### src/rtl/ee354_dialer_pkg.sv
// Shared types and sizing helpers for the U/Z code dialer.
// Optional DIALER_RETRY_EN adds the RECOVER state used for a single automatic retry.
package ee354_dialer_pkg;

`ifdef DIALER_RETRY_EN
  localparam int unsigned N_STATES = 7;
`else
  localparam int unsigned N_STATES = 6;
`endif

  typedef enum logic [N_STATES-1:0] {
    S_IDLE      = N_STATES'(1 << 0),
    S_PRESS     = N_STATES'(1 << 1),
    S_GAP       = N_STATES'(1 << 2),
    S_WAITRESP  = N_STATES'(1 << 3),
    S_DONE_OK   = N_STATES'(1 << 4),
    S_DONE_FAIL = N_STATES'(1 << 5)
`ifdef DIALER_RETRY_EN
    ,
    S_RECOVER   = N_STATES'(1 << 6)
`endif
  } state_e;

  // Result register layout is {success, fail}
  localparam logic [1:0] RES_NONE = 2'b00;
  localparam logic [1:0] RES_OK   = 2'b10;
  localparam logic [1:0] RES_FAIL = 2'b01;

  function automatic int unsigned timer_width(input int unsigned h, input int unsigned g,
                                              input int unsigned r);
    int unsigned m;
    m = h;
    if (g > m) m = g;
    if (r > m) m = r;
    return (m < 2) ? 1 : int'($clog2(m + 1));
  endfunction

  function automatic int unsigned idx_width(input int unsigned n);
    return (n <= 2) ? 1 : int'($clog2(n));
  endfunction

endpackage

### src/rtl/ee354_cycle_timer.sv
// Loadable down-counter; expired is high while the count sits at zero.
module ee354_cycle_timer #(
  parameter int unsigned W = 4
) (
  input  logic         clk,
  input  logic         rst,
  input  logic         load,
  input  logic [W-1:0] value,
  output logic         expired
);

  logic [W-1:0] cnt_q, cnt_d;

  always_comb begin
    cnt_d = cnt_q;
    if (load) begin
      cnt_d = value;
    end else if (cnt_q != '0) begin
      cnt_d = cnt_q - W'(1);
    end
  end

  always_ff @(posedge clk or posedge rst) begin
    if (rst) cnt_q <= '0;
    else     cnt_q <= cnt_d;
  end

  assign expired = (cnt_q == '0);

endmodule

### src/rtl/ee354_code_dialer.sv
// Plays a stored code as timed U/Z button pulses into the number lock and reports the outcome.
// Define DIALER_RETRY_EN to re-send the captured code once after the first failure.
module ee354_code_dialer #(
  parameter int unsigned CODE_LEN = 4,
  parameter int unsigned HOLD_CYC = 4,
  parameter int unsigned GAP_CYC  = 4,
  parameter int unsigned RESP_TO  = 16
) (
  input  logic                Clk,
  input  logic                reset,
  input  logic                start,
  input  logic [CODE_LEN-1:0] code,
  input  logic                opening,
  input  logic                bad,
  output logic                U,
  output logic                Z,
  output logic                busy,
  output logic                done,
  output logic                success,
  output logic                fail
);
  import ee354_dialer_pkg::*;

  localparam int unsigned TW = timer_width(HOLD_CYC, GAP_CYC, RESP_TO);
  localparam int unsigned IW = idx_width(CODE_LEN);

  state_e              state_q, state_d;
  logic [CODE_LEN-1:0] code_q, code_d;
  logic [IW-1:0]       idx_q, idx_d;
  logic [1:0]          result_q, result_d;
  logic                u_q, u_d, z_q, z_d;
  logic                busy_q, busy_d, done_q, done_d;
  logic                tmr_load_c, tmr_expired, fail_c;
  logic [TW-1:0]       tmr_val_c;
`ifdef DIALER_RETRY_EN
  logic                retry_q, retry_d;
`endif

  ee354_cycle_timer #(.W(TW)) u_timer (
    .clk     (Clk),
    .rst     (reset),
    .load    (tmr_load_c),
    .value   (tmr_val_c),
    .expired (tmr_expired)
  );

  // Next state, timer reloads and next registered outputs
  always_comb begin
    state_d    = state_q;
    code_d     = code_q;
    idx_d      = idx_q;
    result_d   = result_q;
    tmr_load_c = 1'b0;
    tmr_val_c  = '0;
    fail_c     = 1'b0;
`ifdef DIALER_RETRY_EN
    retry_d    = retry_q;
`endif

    case (state_q)
      S_IDLE: begin
        if (start) begin
          code_d     = code;
          result_d   = RES_NONE;
          idx_d      = IW'(CODE_LEN - 1);
          state_d    = S_PRESS;
          tmr_load_c = 1'b1;
          tmr_val_c  = TW'(HOLD_CYC - 1);
`ifdef DIALER_RETRY_EN
          retry_d    = 1'b0;
`endif
        end
      end
      S_PRESS: begin
        if (bad) begin
          fail_c = 1'b1;
        end else if (tmr_expired) begin
          state_d    = S_GAP;
          tmr_load_c = 1'b1;
          tmr_val_c  = TW'(GAP_CYC - 1);
        end
      end
      S_GAP: begin
        if (bad) begin
          fail_c = 1'b1;
        end else if (tmr_expired) begin
          tmr_load_c = 1'b1;
          if (idx_q != '0) begin
            idx_d     = idx_q - IW'(1);
            state_d   = S_PRESS;
            tmr_val_c = TW'(HOLD_CYC - 1);
          end else begin
            state_d   = S_WAITRESP;
            tmr_val_c = TW'(RESP_TO - 1);
          end
        end
      end
      S_WAITRESP: begin
        if (opening) begin
          state_d  = S_DONE_OK;
          result_d = RES_OK;
        end else if (bad || tmr_expired) begin
          fail_c = 1'b1;
        end
      end
`ifdef DIALER_RETRY_EN
      // Hold off until the lock leaves BAD, then one gap before re-sending from the MSB
      S_RECOVER: begin
        if (bad) begin
          tmr_load_c = 1'b1;
          tmr_val_c  = TW'(GAP_CYC - 1);
        end else if (tmr_expired) begin
          idx_d      = IW'(CODE_LEN - 1);
          state_d    = S_PRESS;
          tmr_load_c = 1'b1;
          tmr_val_c  = TW'(HOLD_CYC - 1);
        end
      end
`endif
      S_DONE_OK, S_DONE_FAIL: state_d = S_IDLE;
      default:                state_d = S_IDLE;
    endcase

    if (fail_c) begin
`ifdef DIALER_RETRY_EN
      if (!retry_q) begin
        retry_d    = 1'b1;
        state_d    = S_RECOVER;
        tmr_load_c = 1'b1;
        tmr_val_c  = TW'(GAP_CYC - 1);
      end else begin
        state_d  = S_DONE_FAIL;
        result_d = RES_FAIL;
      end
`else
      state_d  = S_DONE_FAIL;
      result_d = RES_FAIL;
`endif
    end

    u_d    = (state_d == S_PRESS) &&  code_d[idx_d];
    z_d    = (state_d == S_PRESS) && !code_d[idx_d];
    busy_d = (state_d != S_IDLE);
    done_d = (state_d == S_DONE_OK) || (state_d == S_DONE_FAIL);
  end

  always_ff @(posedge Clk or posedge reset) begin
    if (reset) begin
      state_q  <= S_IDLE;
      code_q   <= '0;
      idx_q    <= '0;
      result_q <= RES_NONE;
      u_q      <= 1'b0;
      z_q      <= 1'b0;
      busy_q   <= 1'b0;
      done_q   <= 1'b0;
`ifdef DIALER_RETRY_EN
      retry_q  <= 1'b0;
`endif
    end else begin
      state_q  <= state_d;
      code_q   <= code_d;
      idx_q    <= idx_d;
      result_q <= result_d;
      u_q      <= u_d;
      z_q      <= z_d;
      busy_q   <= busy_d;
      done_q   <= done_d;
`ifdef DIALER_RETRY_EN
      retry_q  <= retry_d;
`endif
    end
  end

  assign U                 = u_q;
  assign Z                 = z_q;
  assign busy              = busy_q;
  assign done              = done_q;
  assign {success, fail}   = result_q;

endmodule

### config.mk
export PLATFORM = sky130hd
export DESIGN_NAME = ee354_code_dialer
export DESIGN_NICKNAME = d
export VERILOG_FILES = /design/src/rtl/ee354_dialer_pkg.sv /design/src/rtl/ee354_cycle_timer.sv /design/src/rtl/ee354_code_dialer.sv
export SDC_FILE = /design/constraint.sdc
export NUM_CORES = 1
export LEC_CHECK = 0
export ABC_AREA = 1
export BUFFER_PORTS_ARGS = -buffer_cell sky130_fd_sc_hd__buf_2
export CAP_MARGIN = 15
export CORE_MARGIN = 4
export CORE_UTILIZATION = 55
export CTS_CLUSTER_SIZE = 16
export DETAILED_ROUTE_END_ITERATION = 8
export PLACE_DENSITY = 0.76
export SLEW_MARGIN = 20
export SYNTH_ARGS = -nofsm -noshare
export SYNTH_HDL_FRONTEND = slang
export SYNTH_SLANG_ARGS = --single-unit
export TNS_END_PERCENT = 1
### constraint.sdc
create_clock -name Clk -period 3.31 [get_ports Clk]
set_clock_uncertainty 0.15 [all_clocks]
set_input_delay 0.4965 -clock Clk [delete_from_list [all_inputs] [get_ports Clk]]
set_output_delay 0.4965 -clock Clk [all_outputs]
set_load 0.05 [all_outputs]
# Word-level counts from Yosys, hierarchy flattened
# Index checks and enable logic that the tools add are counted.
# word_totals
ff_bits,23
out_inout_bits,6
# op_classes
add_sub_neg,2
magnitude_cmp,1
eq_ne,10
n_mux,39
n_reduce_logical,12
# op_table
operator,n
two-way mux 6 bit,7
two-way mux 4 bit,6
case mux 6 bit (4 select lines),1
two-way mux 2 bit,10
"equality test 6 x 2 -> 1 bit, second input constant",2
case mux 4 bit (3 select lines),1
two-way mux 5 bit,2
case mux 2 bit (2 select lines),2
two-way mux 1 bit,7
"equality test 6 x 1 -> 1 bit, second input constant",1
"equality test 6 x 3 -> 1 bit, second input constant",1
"equality test 6 x 4 -> 1 bit, second input constant",1
"equality test 6 x 5 -> 1 bit, second input constant",1
"equality test 6 bit, second input constant",1
"inequality test 3 bit, second input constant",2
"inequality test 6 x 1 -> 1 bit, second input constant",1
logical NOT 5 bit,1
nonzero test 5 bit,1
"subtractor 5 x 1 -> 5 bit, second input constant",1
case mux 1 bit (2 select lines),2
nonzero test 2 bit,2
"less-than comparator 2 x 3 -> 1 bit, second input constant",1
AND reduction 3 bit,1
nonzero test 3 bit,1
other kinds (6),8

# Logic depth before layout (Yosys ltp)
# Gate-level depths: netlist of run 1.
# logic_depth
word_depth,9
mapped_depth,13
ltp_nobuf,13

# Modules after synthesis
# From an unflattened synthesis of run 1, not the netlist that was laid out.
# unflattened
cells_unflattened,169
hier_area_um2,1271.2
# by_module_without_submodules
mod,instances,cells_per_inst,area_per_inst_um2,seq_area_each_um2
ee354_code_dialer,1,129,977.2,451.7
ee354_cycle_timer,1,40,294.0,125.1

# Worst setup path after synthesis of run 1
# Ideal clock, no wire load.
# synth_path
path_kind,register to register
start,register u_timer.cnt_q[0]
end,"register z_q, in the netlist Z"
setup_ns,0.122
arrival_time_ns,1.432
path_slack_ns,1.607
path_stages_with_launch,14
n_path_buf,0
path_cell_list,dfrtp_1 > inv_1 > ha_1 > inv_1 > nor2_1 > nand3_2 > inv_1 > nand2_2 > nand2_4 > nand2_4 > nand2_2 > nand3_2 > nand2_1 > nor2_2
# synth_via
elab_chain_len,8
word_cells_on_any_way,19
# synth_lines
element,line_no,source
from (decl),ee354_cycle_timer.sv:12,"logic [W-1:0] cnt_q, cnt_d;"
from (signal assigned),ee354_cycle_timer.sv:25,else cnt_q <= cnt_d;
logical NOT 5 bit,ee354_cycle_timer.sv:28,assign expired = (cnt_q == '0);
two-way mux 2 bit,ee354_code_dialer.sv:86,end else if (tmr_expired) begin
two-way mux 2 bit,ee354_code_dialer.sv:84,if (bad) begin
case mux 2 bit (2 select lines),ee354_code_dialer.sv:60,case (state_q)
via idx_d[0],ee354_code_dialer.sv:29,"logic [IW-1:0] idx_q, idx_d;"
binary-select mux 1 bit (select 2 bit),ee354_code_dialer.sv:142,z_d = (state_d == S_PRESS) && !code_d[idx_d];
two-way mux 1 bit (not written as such),ee354_code_dialer.sv:142,
logical NOT 1 bit,ee354_code_dialer.sv:142,
logical AND 1 bit,ee354_code_dialer.sv:142,
via z_d,ee354_code_dialer.sv:31,"logic u_q, u_d, z_q, z_d;"
to (signal assigned),ee354_code_dialer.sv:166,z_q <= z_d;
to (decl),ee354_code_dialer.sv:31,
# The timed path passes the listed nets, and every way through them passes these cells. The select of a mux whose other input is x is not followed.
# A chain may end at the register's enable or synchronous reset.

# Final worst setup path of run 1
# Ends and elaborated chain as after synthesis.

==> flow_metrics.py, run 1 <==
metrics = {
    "layout": {
        "instances_no_fill": 197,
        "diodes": 0,
        "drive_gt1_share_pct": 32.54,
        "nNetsFinal": 181,
        "area_delta_synth_final_pct": 9.850,
    },
    "place": {
        "dpl.cell_count": 193,
        "port_buffers": 14,
        "dpl.hpwl_um": 1895,
        "place.gp.congestion": 0.8430,
    },
    "clocking": {
        "clk_pin_slew_ns": 0.12,
        "cts_resized": 0,
        "cts_tree": "yes",
        "clock-sinks": 23,
        "clk_path_buf_depth": 2,
        "cts_hold_buf": 0,
        "numCtsBuffers": 3,
        "clk_latency_ns": 0.31,
        "cts_setup_buffers": 0,
        "htree_levels": 1,
        "root_buffer": "clkbuf_4",
    },
    "logic_synthesis": {
        "ys_ff_latch": 23,
        "yosys.cell_count.top_type": "nand2_1",
        "ys_async_sr_fraction_pct": 100.0,
        "synth_top_family_by_area": "simple AND/OR/NAND/NOR gates",
        "synth_compound_area_share_pct": 9.381,
        "synthDistinctLibCells": 32,
        "syn-num-nets": 162,
        "synth_mux_area_share_pct": 0,
        "synth.avg_cell_area_um2": 8.833,
        "ys_seq_area_share_pct": 43.25,
        "yosysWarnings": 0,
        "yosys-top-cells-area": "dfrtp_1, nand2_1, inv_1, nor2_4, nand3_4",
        "synthFlopType": "dfrtp_1",
        "synth_top_cells_by_count": "nand2_1, dfrtp_1, inv_1, nand2_2",
        "synth_area_leader_cell": "dfrtp_1",
        "synth_top_area_share_pct": 41.28,
        "syn_inst": 151,
        "synthAdderAreaFrac_pct": 1.876,
        "synthSimpleGateAreaFrac_pct": 37.24,
        "synth_edf_count": 0,
        "syn_area_um2": 1334,
        "synth-xor-area-share_pct": 0.6567,
    },
    "floorplan": {
        "initial_utilization_pct": 59.16,
        "row_count": 17,
        "io_pins": 15,
        "dieArea_um2": 3277,
        "die_h_um": 57.25,
        "die_x_um": 57.25,
        "core_area_um2": 2255,
    },
    "worst_setup_path": {
        "cpMostUsedCell": "inv_1",
        "critPathSlowestCell": "dfrtp_1",
        "crit_required_ns": 3.37,
        "crit_fanout": 5,
        "critPathLaunchType": "flip-flop",
        "path_cells": "inv_1 -> ha_1 -> inv_1 -> nor2_1 -> nand3_2 -> inv_1 -> nand2_2 -> nand2_4 -> nand2_4 -> nand2_2 -> nand3_2 -> nand2_1 -> nor2_2",
        "critPathKind": "reg2reg",
        "endpoint_kind": "flip-flop",
        "cp.arrival_ns": 1.93,
        "cp_slowest_stage_delay_ns": 0.38,
    },
    "sta": {
        "hold_violations": 0,
        "min_period_ns": 1.869,
        "rsz0062_at_grt": "no",
        "tns_ns": 0,
        "max-slew-margin-rel_pct": 44.01,
        "setup_viol": 0,
        "tightest_slew_ns": 0.8390,
        "max_freq_mhz": 534.9,
        "period_share_pct": 56.48,
        "drv_slew": 0,
    },
    "drt": {
        "antenna_left": 0,
        "wl_per_cell_um": 12.01,
        "via_count": 1006,
        "wl_um": 2365,
        "vias_per_cell": 5.107,
        "detail_route.first_pass.iterations": 4,
        "drtIter0Drc": 19,
        "drc": 0,
    },
    "global_routing": {
        "antenna_found_initial": 0,
        "overflow": 0,
        "grt_usage_pct": 15.90,
        "grt_max_degree": 24,
        "grt_pass1_vias": 975,
        "grt_pass1_wl_um": 4043,
    },
    "flow_run": {
        "max-cap-violations": 0,
    },
    "pwr": {
        "power_leakage_nw": 0.7881,
        "ir_worst_vdd_mv": 0.5312,
        "pwr_density_cell_nw_per_um2": 742.7,
    },
    "worst_hold_path": {
        "holdCritPathClass": "in2async",
    },
    "outcome": {
        "status": "finished clean",
    },
}
[per-stage QoR]
step                hold WS (ns)  power (mW)  util (%)  worst slack (ns)  instance area (um2)
floorplan                 0.2932      0.8587         -             1.607                 1334
global placement          0.3009      0.9509     63.82             1.539                 1439
detailed placement        0.3096      0.9681     63.82             1.471                 1439
CTS                       0.2099       1.098     64.98             1.438                 1465
global route              0.2426       1.178     64.98             1.234                 1465
finish                    0.1778       1.088     64.98             1.441                 1465
[routing by layer]
layer | vias up | track usage [%] | share of wire [%]
li1 | 511 | - | -
met1 | 467 | 18.71 | 42
met2 | 24 | 28.22 | 52
met3 | 4 | 4.751 | 5.1
met4 | 0 | 3.974 | 1.2
met5 | - | 0 | 0
[cell families (layout without fill, tap and decap cells)]
| kind of cell | after synthesis | count (layout) |
|---|---|---|
| adder cells (fa/ha/maj) | 2 | 2 |
| flip-flops | 23 | 23 |
| AO/OA/AOI/OAI | 19 | 19 |
| AND/OR/NAND/NOR | 79 | 79 |
| buffers and inverters | 27 | 45 |
| XOR/XNOR | 1 | 1 |
[where the power goes]
group	internal, mW	switching [mW]
Sequential	0.367	0.0453
Clock	0.0472	0.0827
Combinational	0.182	0.364
Total	0.597	0.492
[sequential cells by signal, indices dropped and copies added, names as in the netlist]
name	flops
busy	1
idx_q	2
done	1
result_q	2
Z	1
state_q	6
code_q	4
U	1
u_timer.cnt_q	5
[final timing paths]
path | startpoint | end | slack [ns] | cells after the start
min | reset | result_q[0]$_DFFE_PP0P_ | 0.18 | 2
max reg2reg | u_timer.cnt_q[0]$_DFFE_PP0P_ | Z$_DFF_PP0_ | 1.44 | 13
max in group asynchronous | reset | u_timer.cnt_q[2]$_DFFE_PP0P_ | 2.32 | 2
max | u_timer.cnt_q[0]$_DFFE_PP0P_ | Z$_DFF_PP0_ | 1.44 | 13
min in group Clk | code[1] | code_q[1]$_DFF_PP0_ | 0.27 | 3
min reg2reg | result_q[1]$_DFFE_PP0P_ | result_q[1]$_DFFE_PP0P_ | 0.34 | 2
[layout by cell type (no fill, tap or decap), drive strengths merged]
cell type,instances
nand4,4
dfstp,1
clkbuf,4
o31ai,1
o211ai,1
o21ai,8
clkinv,1
buf,14
nor3,2
nand3b,1
nand3,8
inv,26
nor2,16
xor2,1
o211a,1
dfrtp,22
or2,2
a2bb2oi,1
ha,2
nand2,46
a21oi,6
o22ai,1
[layout make-up]
cell class | count | area, um2
tap | 28 | 35.03
clock buffer | 4 | 26.28
sequential | 23 | 576.8
multi-input combinational | 101 | 655.6
fill | 211 | 789.5
inverter | 27 | 101.3
timing repair buffer | 14 | 70.07
[critical path: cells and delay by family (launching register included)]
family,cells,cell delay [ns]
AND/OR/NAND/NOR,9,0.79
adder cells (fa/ha/maj),1,0.16
flip-flops,1,0.38
buffers and inverters,3,0.28
(Power assumes the default switching activity.)
==> inputs of run 2 (changes only) <==
==> constraint.sdc (replaced) <==
create_clock -name Clk -period 1.95 [get_ports Clk]
set_clock_uncertainty 0.15 [all_clocks]
set_input_delay 0.2925 -clock Clk [delete_from_list [all_inputs] [get_ports Clk]]
set_output_delay 0.2925 -clock Clk [all_outputs]
set_load 0.05 [all_outputs]
==> flow_metrics.py, run 2 (synthesis gave the netlist of run 1 again) <==
metrics = {
    "layout": {
        "regMostFlops": "state_q",
        "largest_register_ffs": 6,
        "seq_area_um2": 576.8,
        "diodes": 0,
        "area_delta_synth_final_pct": 12.57,
        "nNetsFinal": 184,
        "layout_commonest_cell": "nand2_1",
        "layout_common_cells": "nand2_1, dfrtp_1, inv_1",
        "final_util_pct": 66.59,
        "drive_gt1_share_pct": 35.47,
        "reg_top3": "state_q: 6 flops, u_timer.cnt_q: 5 flops, code_q: 4 flops",
        "multiInputGateArea_um2": 665.6,
        "nFillCells": 200,
    },
    "worst_setup_path": {
        "crit_required_ns": 2.03,
        "critPathSlowestCell": "dfrtp_1",
        "r2r_start": "u_timer.cnt_q[0]$_DFFE_PP0P_",
        "path_delay_family": "simple AND/OR/NAND/NOR gates",
        "critPathLaunchType": "flip-flop",
        "r2r_setup_slack_ns": 0.14,
        "critPathKind": "reg2reg",
        "crit_fanout": 5,
        "path_buf_inv": 2,
        "endpoint_kind": "flip-flop",
        "reg2reg_depth": 11,
        "cp.arrival_ns": 1.89,
        "cp_slowest_stage_delay_ns": 0.39,
        "r2r-end": "Z$_DFF_PP0_",
        "path_cells": "inv_1 -> ha_1 -> inv_1 -> nor2_2 -> nand3_4 -> nor2_4 -> nand3_4 -> nand3b_1 -> nand3_2 -> nand2_1 -> nor2_2",
    },
    "sta": {
        "min_period_ns": 1.812,
        "max_freq_mhz": 552.0,
        "period_share_pct": 92.90,
        "max-slew-margin-rel_pct": 66.13,
        "tns_ns": 0,
        "hold_violations": 0,
        "setup_viol": 0,
        "fin_ws_ns": 0.1384,
        "tightest_slew_ns": 0.5074,
        "drv_slew": 0,
        "whs_ns": 0.05823,
        "rsz0062_at_grt": "no",
    },
    "worst_hold_path": {
        "hold_end": "code_q[1]$_DFF_PP0_",
        "min_from": "code[1]",
        "holdCritPathClass": "in2reg",
        "whs_path_depth": 3,
    },
    "flow_run": {
        "max-cap-violations": 0,
    },
    "floorplan": {
        "dieArea_um2": 3277,
        "die_h_um": 57.25,
        "row_count": 17,
        "core_area_um2": 2255,
        "initial_utilization_pct": 59.16,
        "die_x_um": 57.25,
        "io_pins": 15,
    },
    "drt": {
        "drtIter0Drc": 12,
        "vias_per_cell": 5.045,
        "antenna_left": 0,
        "via_count": 1009,
        "detail_route.first_pass.iterations": 4,
        "wl_per_cell_um": 12.48,
        "drc": 0,
        "wl_um": 2496,
    },
    "clocking": {
        "htree_levels": 1,
        "root_buffer": "clkbuf_4",
        "numCtsBuffers": 3,
        "clk_pin_slew_ns": 0.13,
        "cts_tree": "yes",
        "clk_latency_ns": 0.32,
        "clock-sinks": 23,
        "clk_path_buf_depth": 2,
    },
    "place": {
        "dpl.hpwl_um": 2003,
        "dp_slack_ns": 0.09680,
        "place.gp.congestion": 0.8552,
        "port_buffers": 14,
    },
    "global_routing": {
        "overflow": 0,
        "antenna_found_initial": 0,
        "grt_pass1_wl_um": 4312,
        "grt_max_degree": 14,
        "grt_pass1_vias": 1012,
        "grt_usage_pct": 17.26,
    },
    "pwr": {
        "power_leakage_nw": 0.8017,
        "pwr_density_cell_nw_per_um2": 1252,
        "ir_worst_vdd_mv": 0.8058,
        "p_total_mw": 1.880,
    },
    "outcome": {
        "status": "finished clean",
    },
}
-- run 2: changes by cell type in the layout (fill, tap and decap cells not counted) --
cell           delta
dlygate4sd3_1     +1
inv_2             +2
nor2_1            -1
clkbuf_1          -1
clkinv_2          +1
nand3_4           +1
buf_4             +2
nor2_2            +1
inv_1             -2
nand3_2           -1
-- run 2: what timing repair did --
action,in CTS,in global routing
setup endpoints to repair,0,7
hold buffers,1,0
gates resized for setup,0,4
endpoints found under the hold margin,11,0
buffers inserted,0,1
-- run 2: through the flow --
| step | cells | area, um2 |
|---|---|---|
| floorplan | 151 | 1334 |
| global placement | 194 | 1446 |
| detailed placement | 194 | 1446 |
| CTS | 199 | 1484 |
| global route | 200 | 1501 |
| finish | 200 | 1501 |
-- run 2: metal layers --
| metal | up-vias | part of all wire [%] | global-route usage (%) |
|---|---|---|---|
| li1 | 519 | - | - |
| met1 | 468 | 42 | 20.29 |
| met2 | 17 | 52 | 29.85 |
| met4 | 0 | 1.8 | 9.272 |
| met5 | - | 0 | 0 |
| met3 | 5 | 3.4 | 2.941 |
-- run 2: worst max path at each step --
stage	from	depth (start not counted)	endpoint	slack (ns)
final	u_timer.cnt_q[0]$_DFFE_PP0P_	11	Z$_DFF_PP0_	0.14
after global placement	u_timer.cnt_q[0]$_DFFE_PP0P_	13	Z$_DFF_PP0_	0.18
after global routing	u_timer.cnt_q[0]$_DFFE_PP0P_	11	Z$_DFF_PP0_	0.005
after CTS	u_timer.cnt_q[0]$_DFFE_PP0P_	13	Z$_DFF_PP0_	0.07
after detailed placement	u_timer.cnt_q[0]$_DFFE_PP0P_	13	Z$_DFF_PP0_	0.1
after floorplan	u_timer.cnt_q[0]$_DFFE_PP0P_	13	Z$_DFF_PP0_	0.25
-- run 2: final cells by class --
type                    count  share of cell area, %
clock buffers               3                  1.500
clock inverters             1                 0.3333
inverters                  27                  6.750
multi-input cells         101                  44.33
flip-flops and latches     23                  38.42
well taps                  28                  2.333
repair buffers             17                  6.333
-- run 2: worst register-to-register path, delay by kind of cell, from the launching register on --
kind	cells	cell delay [ns]
flops	1	0.39
simple gates	8	0.84
fa+ha+maj	1	0.16
buf+inv	2	0.17
-- run 2: report_power, final --
part	total (mW)	leakage, nW	internal [mW]	switching (mW)
clock network	0.230	0.0177	0.0769	0.153
registers	0.704	0.289	0.623	0.0809
logic	0.946	0.495	0.316	0.630
total	1.88	0.802	1.02	0.864
==> inputs of run 3 (changes only) <==
--- a/config.mk
+++ b/config.mk
@@ -8,10 +8,13 @@
 export ABC_AREA = 1
 export BUFFER_PORTS_ARGS = -buffer_cell sky130_fd_sc_hd__buf_2
 export CAP_MARGIN = 15
+export CORE_ASPECT_RATIO = 1.5
 export CORE_MARGIN = 4
 export CORE_UTILIZATION = 55
 export CTS_CLUSTER_SIZE = 16
 export DETAILED_ROUTE_END_ITERATION = 8
+export GPL_TIMING_DRIVEN = 1
+export MAX_ROUTING_LAYER = met4
 export PLACE_DENSITY = 0.76
 export SLEW_MARGIN = 20
 export SYNTH_ARGS = -nofsm -noshare
==> flow_metrics.py, run 3 (synthesis gave the netlist of run 1 again) <==
metrics = {
    "outcome": {
        "status": "finished clean",
    },
    "sta": {
        "max_freq_mhz": 555.0,
        "min_period_ns": 1.802,
        "hold_violations": 0,
        "setup_viol": 0,
        "tightest_slew_ns": 0.4613,
        "max-slew-margin-rel_pct": 69.21,
        "drv_slew": 0,
        "tns_ns": 0,
        "rsz0062_at_grt": "no",
        "period_share_pct": 92.40,
        "fin_ws_ns": 0.1483,
    },
    "place": {
        "port_buffers": 14,
        "dp_slack_ns": 0.1227,
        "dpl.hpwl_um": 1990,
        "place.gp.congestion": 0.8432,
        "dpl.cell_count": 189,
        "post_dp_cell_area_um2": 1440,
    },
    "global_routing": {
        "grtUsageMet2_pct": 32.52,
        "antenna_found_initial": 0,
        "grt_pass1_wl_um": 4264,
        "gr-usage-met1_pct": 20.53,
        "grt_usage_pct": 18.65,
        "grt_pass1_vias": 1043,
        "grt_max_degree": 13,
        "grt_busiest_layer": "met2",
        "grt.met3_usage_pct": 2.368,
        "overflow": 0,
    },
    "worst_setup_path": {
        "r2r_start": "u_timer.cnt_q[0]$_DFFE_PP0P_",
        "crit_required_ns": 2.02,
        "r2r_setup_slack_ns": 0.15,
        "r2r-end": "Z$_DFF_PP0_",
        "critPathKind": "reg2reg",
        "endpoint_kind": "flip-flop",
        "critPathLaunch": "u_timer.cnt_q[0]$_DFFE_PP0P_",
        "reg2reg_depth": 13,
        "setup.worst_path.end": "Z$_DFF_PP0_",
        "cp.arrival_ns": 1.87,
        "crit_fanout": 5,
        "critPathLaunchType": "flip-flop",
    },
    "worst_hold_path": {
        "holdCritPathClass": "in2reg",
        "whs_path_depth": 3,
    },
    "floorplan": {
        "die_x_um": 48.21,
        "initial_utilization_pct": 58.35,
        "die_h_um": 68.31,
        "io_pins": 15,
        "core_area_um2": 2286,
        "row_count": 21,
        "dieArea_um2": 3293,
    },
    "layout": {
        "regMostFlops": "state_q",
        "multiInputGateArea_um2": 658.1,
        "largest_register_ffs": 6,
        "nFillCells": 202,
        "reg_top3": "state_q: 6 flops, u_timer.cnt_q: 5 flops, code_q: 4 flops",
        "area_delta_synth_final_pct": 11.44,
        "layout_commonest_cell": "nand2_1",
        "final_area_um2": 1486,
        "nNetsFinal": 184,
        "instances_no_fill": 195,
        "seq_area_um2": 576.8,
        "layout_common_cells": "nand2_1, dfrtp_1, inv_1",
        "drive_gt1_share_pct": 34.30,
        "diodes": 0,
    },
    "pwr": {
        "pwr_density_cell_nw_per_um2": 1254,
        "p_sw_uw": 843.3,
        "p_comb_share_pct": 50.4,
        "p_int_mw": 1.021,
        "sequentialPowerShare_pct": 37.6,
        "ir_worst_vdd_mv": 0.6858,
        "switching_share_pct": 45.23,
        "power_leakage_nw": 0.7986,
        "p_clk_share_pct": 12.0,
    },
    "drt": {
        "wl_per_cell_um": 12.40,
        "vias_per_cell": 5.251,
        "antenna_left": 0,
        "wl_um": 2418,
        "detail_route.first_pass.iterations": 4,
        "via_count": 1024,
        "drc": 0,
        "drtIter0Drc": 38,
    },
    "clocking": {
        "clk_latency_ns": 0.31,
        "numCtsBuffers": 3,
        "clk_pin_slew_ns": 0.13,
        "cts_tree": "yes",
        "root_buffer": "clkbuf_4",
        "clk_path_buf_depth": 2,
        "clock-sinks": 23,
        "htree_levels": 1,
    },
    "flow_run": {
        "max-cap-violations": 0,
    },
}
run 3: routing by layer:
layer / up-vias / part of all wire (%)
met4: 0 / 1.7
met3: 5 / 2.6
met5: - / 0
met2: 17 / 56
li1: 519 / -
met1: 483 / 40
run 3: through the flow:
step / util (%) / hold WS (ns) / power, mW
6_report: 65.02 / 0.06434 / 1.864
5_1_grt: 65.02 / 0.06014 / 2.031
4_1_cts: 64.59 / 0.06836 / 1.875
3_5_place_dp: 63.00 / 0.1807 / 1.653
3_3_place_gp: 63.00 / 0.1570 / 1.612
2_1_floorplan: - / 0.1437 / 1.458
run 3: what timing repair did:
item | CTS | global route
gates resized for setup | 0 | 2
hold buffers | 1 | 0
buffers inserted | 0 | 1
endpoints found under the hold margin | 10 | 0
setup endpoints to repair | 0 | 4
run 3: worst min path at each step:
stage            start                   to  slack, ns
2_1_floorplan    reset          U$_DFF_PP0_       0.14
3_3_place_gp     reset          U$_DFF_PP0_       0.16
3_5_place_dp     reset  code_q[1]$_DFF_PP0_       0.18
4_1_cts        code[1]  code_q[1]$_DFF_PP0_       0.07
5_1_grt        code[1]  code_q[1]$_DFF_PP0_       0.06
6_report       code[1]  code_q[1]$_DFF_PP0_       0.06
run 3: layout make-up:
| cell class | count | share of cell area, % |
|---|---|---|
| Clock buffer | 4 | 1.768 |
| Timing Repair Buffer | 17 | 6.397 |
| Inverter | 27 | 6.818 |
| Tap cell | 23 | 1.936 |
| Sequential cell | 23 | 38.80 |
| Multi-Input combinational cell | 101 | 44.28 |
run 3: power groups by stage:
stage	Clock, mW	Sequential (mW)	Combinational [mW]
after floorplan	0	0.813	0.644
after global placement	0	0.704	0.908
after detailed placement	0	0.713	0.940
after CTS	0.229	0.702	0.943
after global routing	0.264	0.715	1.05
final	0.224	0.701	0.939
run 3: worst max-delay path: stages (launching register included):
cell     delay (ns)
dfrtp_1        0.38
inv_1          0.12
ha_1           0.16
inv_1          0.04
nor2_2         0.10
nand3_2        0.15
inv_2          0.10
nand2_2        0.08
nand2_4        0.10
nand2_4        0.06
nand2_2        0.06
nand3_2        0.07
nand2_1        0.09
nor2_2         0.03
